===== src/rtl/counter_sequencer.sv =====
// counter_sequencer: start/stop/pause sequencer for a WIDTH-bit up-counter.
// Runs one-shot or auto-reload periods of (limit+1) cycles and emits a
// registered single-cycle done pulse at the end of each period.
// Optional build macro COUNTER_SEQUENCER_PERIOD_CNT_EN adds an 8-bit
// saturating count of completed periods (period_cnt_out).
module counter_sequencer #(
    parameter int WIDTH = 3
) (
    input  logic             clk_in,
    input  logic             reset_in,
    input  logic             start_in,
    input  logic             stop_in,
    input  logic             pause_in,
    input  logic             reload_in,
    input  logic [WIDTH-1:0] limit_in,
    output logic [WIDTH-1:0] count_out,
    output logic             busy_out,
    output logic             done_out
`ifdef COUNTER_SEQUENCER_PERIOD_CNT_EN
    ,
    output logic [7:0]       period_cnt_out
`endif
);

    typedef enum logic [1:0] {
        ST_IDLE = 2'd0,
        ST_RUN  = 2'd1,
        ST_HOLD = 2'd2
    } state_t;

    state_t             state_q;
    state_t             state_d;
    logic [WIDTH-1:0]   count_q;
    logic [WIDTH-1:0]   count_d;
    logic [WIDTH-1:0]   limit_q;
    logic [WIDTH-1:0]   limit_d;
    logic               reload_q;
    logic               reload_d;
    logic               busy_q;
    logic               busy_d;
    logic               done_q;
    logic               done_d;

    logic               start_accept_s;
    logic               terminal_s;

    // Stop outranks start in IDLE, so a start is only accepted without stop.
    assign start_accept_s = (state_q == ST_IDLE) && start_in && !stop_in;
    assign terminal_s     = (count_q == limit_q);

    // State and datapath registers; synchronous reset clears everything.
    always_ff @(posedge clk_in) begin
        if (reset_in) begin
            state_q  <= ST_IDLE;
            count_q  <= {WIDTH{1'b0}};
            limit_q  <= {WIDTH{1'b0}};
            reload_q <= 1'b0;
            busy_q   <= 1'b0;
            done_q   <= 1'b0;
        end else begin
            state_q  <= state_d;
            count_q  <= count_d;
            limit_q  <= limit_d;
            reload_q <= reload_d;
            busy_q   <= busy_d;
            done_q   <= done_d;
        end
    end

    // Next-state selection: stop > pause > terminal > keep running.
    always_comb begin
        state_d = state_q;
        case (state_q)
            ST_IDLE: begin
                if (start_accept_s) begin
                    state_d = ST_RUN;
                end else begin
                    state_d = ST_IDLE;
                end
            end
            ST_RUN: begin
                if (stop_in) begin
                    state_d = ST_IDLE;
                end else if (pause_in) begin
                    state_d = ST_HOLD;
                end else if (terminal_s && !reload_q) begin
                    state_d = ST_IDLE;
                end else begin
                    state_d = ST_RUN;
                end
            end
            ST_HOLD: begin
                if (stop_in) begin
                    state_d = ST_IDLE;
                end else if (!pause_in) begin
                    // Resume without counting; terminal check happens in RUN.
                    state_d = ST_RUN;
                end else begin
                    state_d = ST_HOLD;
                end
            end
            default: begin
                state_d = ST_IDLE;
            end
        endcase
    end

    // Count, latched configuration and done pulse for the next cycle.
    always_comb begin
        count_d  = count_q;
        limit_d  = limit_q;
        reload_d = reload_q;
        done_d   = 1'b0;
        case (state_q)
            ST_IDLE: begin
                if (start_accept_s) begin
                    count_d  = {WIDTH{1'b0}};
                    limit_d  = limit_in;
                    reload_d = reload_in;
                end else begin
                    count_d  = count_q;
                end
            end
            ST_RUN: begin
                if (stop_in) begin
                    count_d = {WIDTH{1'b0}};
                end else if (pause_in) begin
                    count_d = count_q;
                end else if (terminal_s) begin
                    done_d = 1'b1;
                    if (reload_q) begin
                        count_d = {WIDTH{1'b0}};
                    end else begin
                        // One-shot finishes with the limit left on the output.
                        count_d = count_q;
                    end
                end else begin
                    // limit never exceeds the max count, so no wrap occurs here.
                    count_d = count_q + WIDTH'(1);
                end
            end
            ST_HOLD: begin
                if (stop_in) begin
                    count_d = {WIDTH{1'b0}};
                end else begin
                    count_d = count_q;
                end
            end
            default: begin
                count_d = {WIDTH{1'b0}};
            end
        endcase
        busy_d = (state_d != ST_IDLE);
    end

    assign count_out = count_q;
    assign busy_out  = busy_q;
    assign done_out  = done_q;

`ifdef COUNTER_SEQUENCER_PERIOD_CNT_EN
    logic [7:0] period_q;
    logic [7:0] period_d;

    // Period counter: cleared on start, steps with each done, saturates at 255.
    always_comb begin
        if (start_accept_s) begin
            period_d = 8'd0;
        end else if (done_d && (period_q != 8'd255)) begin
            period_d = period_q + 8'd1;
        end else begin
            period_d = period_q;
        end
    end

    // Period counter register, aligned with the done_out register.
    always_ff @(posedge clk_in) begin
        if (reset_in) begin
            period_q <= 8'd0;
        end else begin
            period_q <= period_d;
        end
    end

    assign period_cnt_out = period_q;
`endif

endmodule


===== config.mk =====
export PLATFORM = sky130hd
export DESIGN_NAME = counter_sequencer
export DESIGN_NICKNAME = d
export VERILOG_FILES = /design/src/rtl/counter_sequencer.sv
export SDC_FILE = /design/constraint.sdc
export NUM_CORES = 1
export LEC_CHECK = 0
export ABC_AREA = 1
export BUFFER_PORTS_ARGS = -buffer_cell sky130_fd_sc_hd__buf_2
export CAP_MARGIN = 15
export CORE_ASPECT_RATIO = 1.5
export CORE_MARGIN = 1.5
export CORE_UTILIZATION = 25
export CTS_CLUSTER_SIZE = 20
export DETAILED_ROUTE_END_ITERATION = 8
export PLACE_DENSITY_LB_ADDON = 0.3
export SLEW_MARGIN = 20
export SYNTH_ARGS = -nofsm -noshare
export SYNTH_HDL_FRONTEND = slang
export SYNTH_SLANG_ARGS = --single-unit

===== constraint.sdc =====
create_clock -name clk_in -period 1.6 [get_ports clk_in]
set_input_delay 0.24 -clock clk_in [delete_from_list [all_inputs] [get_ports clk_in]]
set_output_delay 0.24 -clock clk_in [all_outputs]
set_load 0.1 [all_outputs]

==> results.json <==
{
  "worst_clock_skew_ns": 0.00228,
  "fin_nets": 125,
  "synth-xor-area-share_pct": 0,
  "required_ns": 1.36,
  "layout_setup_ws_ns": 0.264,
  "grt_pass1_wl_mm": 2.35,
  "synth_fa_ha_area_share_pct": 2.06,
  "grt_pass1_vias": 598,
  "vias_per_cell": 4.57,
  "ir_drop_v": 0.000271,
  "netlist_instances": 97,
  "vias": 626,
  "die-area_mm2": 0.00274,
  "ys_warn_count": 0,
  "antenna_cells": 0,
  "initial_core_util_pct": 26.9,
  "r2r_slack_ns": 0.39,
  "worst_slew_pin_slew_ns": 0.492,
  "ys_types": 17,
  "outcome": "finished, final reports clean",
  "holdCritPathClass": "in2reg",
  "area_delta_synth_final_pct": 20.4,
  "synthSimpleGateAreaFrac_pct": 40.1,
  "startpoint": "count_out[0]",
  "slew_violations": 0,
  "cts_resized": 0,
  "drc": 0,
  "muxShareOfSynthArea_pct": 0,
  "maxCapViolCount": 0,
  "synth_compound_area_share_pct": 9.26,
  "clk_latency_ns": 0.27,
  "track_usage_pct": 11.5,
  "hpwl_mm": 1.12,
  "crit_path_end_kind": "primary output",
  "rows": 21,
  "finalHoldViolCount": 0,
  "r2r_start": "state_q[0]",
  "netlist.area_leader.share_pct": 36.2,
  "clockPowerShare_pct": 29.0,
  "rsz0062_at_grt": "false",
  "comb_power_share_pct": 25.9,
  "p_sw_w": 0.000233,
  "syn_area_um2": 608,
  "ys_seq_area_share_pct": 36.2,
  "ios": 14,
  "final_cell_mix": "nand2_1 (28), inv_1 (18), buf_2 (13)",
  "critPathMaxStageDelay_ns": 0.44,
  "clkTransAtPathRegs_ns": 0.07,
  "clk_path_buf_depth": 2,
  "ys_top_cells_by_area": "dfxtp_1 (36%), nand2_1 (17%), inv_1 (11%)",
  "cellLeakagePower_nw": 0.382,
  "drt_wl_total_mm": 1.38,
  "period_needed_ns": 1.34,
  "seq_power_share_pct": 45.2,
  "reg2regPathDepth": 6,
  "critical_path.max_fanout": 6,
  "cts-root-buf": "clkbuf_4",
  "firstDrtPassIters": 4,
  "worstPathCellList": "buf_2",
  "syn-mean-instance-area_um2": 6.27,
  "chipHeight_um": 63.4,
  "ctsHoldBuffers": 0,
  "grt_max_degree": 9,
  "setup_viol": 0,
  "post-route-period-util_pct": 83.5,
  "fmax_mhz": 748,
  "crit_buf_inv": 1,
  "drive_above_1_share_pct": 22.8,
  "cts_setup_buffers": 0,
  "die_w_um": 43.3,
  "core_area_mm2": 0.00226,
  "path_class": "reg2out",
  "layout_commonest_cell": "nand2_1",
  "crit_path_end": "count_out[0]",
  "critPathTopFamily": "buffers and inverters",
  "syn_nets": 107,
  "fin_tns_setup_ns": 0,
  "dp_slack_ns": 0.366,
  "cp-start-kind": "register",
  "synth_top_cell_by_area": "dfxtp_1",
  "drtIter0Drc": 9,
  "crit-reg2reg-capture": "limit_q[0]",
  "cts_buffers": 3,
  "avgRoutedWirePerCell_um": 10.1,
  "crit_path_top_delay_cell": "buf_2",
  "synth_top_family_by_area": "simple AND/OR/NAND/NOR gates",
  "switching_share_pct": 35.0,
  "slew_headroom_pct": 67.4,
  "cts_sinks": 11,
  "ys_ff_latch": 11,
  "cts_max_level": 1,
  "io_buffers": 13,
  "grt_overflow": 0,
  "drtAntennaViolNets": 0,
  "cts_tree": "done",
  "internal-power_w": 0.000433,
  "antenna_found_initial": 0,
  "cp.depth": 1,
  "gp_congestion": 0.771,
  "crit_arrival_ns": 1.10,
  "pwr_density_cell_mw_per_mm2": 911
}
## cell families (layout without fill, tap and decap cells)
logic type | Yosys count | in the layout
AO/OA/AOI/OAI | 11 | 11
adder cells (fa/ha/maj) | 1 | 1
buffers and inverters | 20 | 37
flip-flops | 11 | 11
AND/OR/NAND/NOR | 54 | 54
## layer usage
layer / share of wire, % / vias up / track usage, %
met5: 0 / - / 0
met3: 4.8 / 5 / 2.58
li1: - / 333 / -
met2: 53 / 14 / 20.5
met4: 3.3 / 0 / 7.95
met1: 38 / 274 / 11.1
## Yosys cell counts, drive strengths merged
cell and instances:
o22ai 1, nor4 1, nor3 1, nand4 3
inv 20, nand3 6, dfxtp 11, ha 1
o21ai 6, nand2 28, or2 1, nor2 14
a21oi 4
## power by group through the flow
stage	logic (W)	clock network, W	registers [W]
floorplan	0.0000868	0	0.000353
global placement	0.000172	0	0.000306
detailed placement	0.000174	0	0.000308
CTS	0.000174	0.000198	0.000301
global route	0.000190	0.000217	0.000303
finish	0.000172	0.000193	0.000301
## how the worst min path moves through the flow
stage / start / endpoint / slack (ns) / cells after the start
floorplan: reset_in / state_q[1] / 0.31 / 1
global placement: reset_in / state_q[1] / 0.46 / 2
detailed placement: reset_in / state_q[1] / 0.46 / 2
CTS: reset_in / state_q[1] / 0.17 / 2
global route: reset_in / state_q[1] / 0.17 / 2
finish: reset_in / state_q[1] / 0.16 / 2
## state kept, by name, indices dropped and copies added (netlist names)
name and flops:
reload_q 1, busy_out 1, state_q 2, limit_q 3
count_out 3, done_out 1
## per-stage QoR
stage / std cells / cell area, µm² / hold WS, ns / total power [W] / utilization, %
after CTS: 137 / 732 / 0.168 / 0.000674 / 32.4
after floorplan: 97 / 612 / 0.312 / 0.000440 / -
after detailed placement: 133 / 706 / 0.455 / 0.000481 / 31.2
final: 137 / 732 / 0.164 / 0.000667 / 32.4
after global placement: 133 / 706 / 0.456 / 0.000478 / 31.2
after global routing: 137 / 732 / 0.169 / 0.000711 / 32.4
## final cells by class
| cell class | instances | area (µm²) |
|---|---|---|
| fill | 269 | 1530 |
| multi-input combinational | 66 | 313 |
| sequential | 11 | 224 |
| inverter | 20 | 75.1 |
| timing repair buffer | 13 | 65.1 |
| tap | 23 | 28.8 |
| clock buffer | 4 | 26.3 |
No activity file was read; power rests on OpenSTA's default activity.
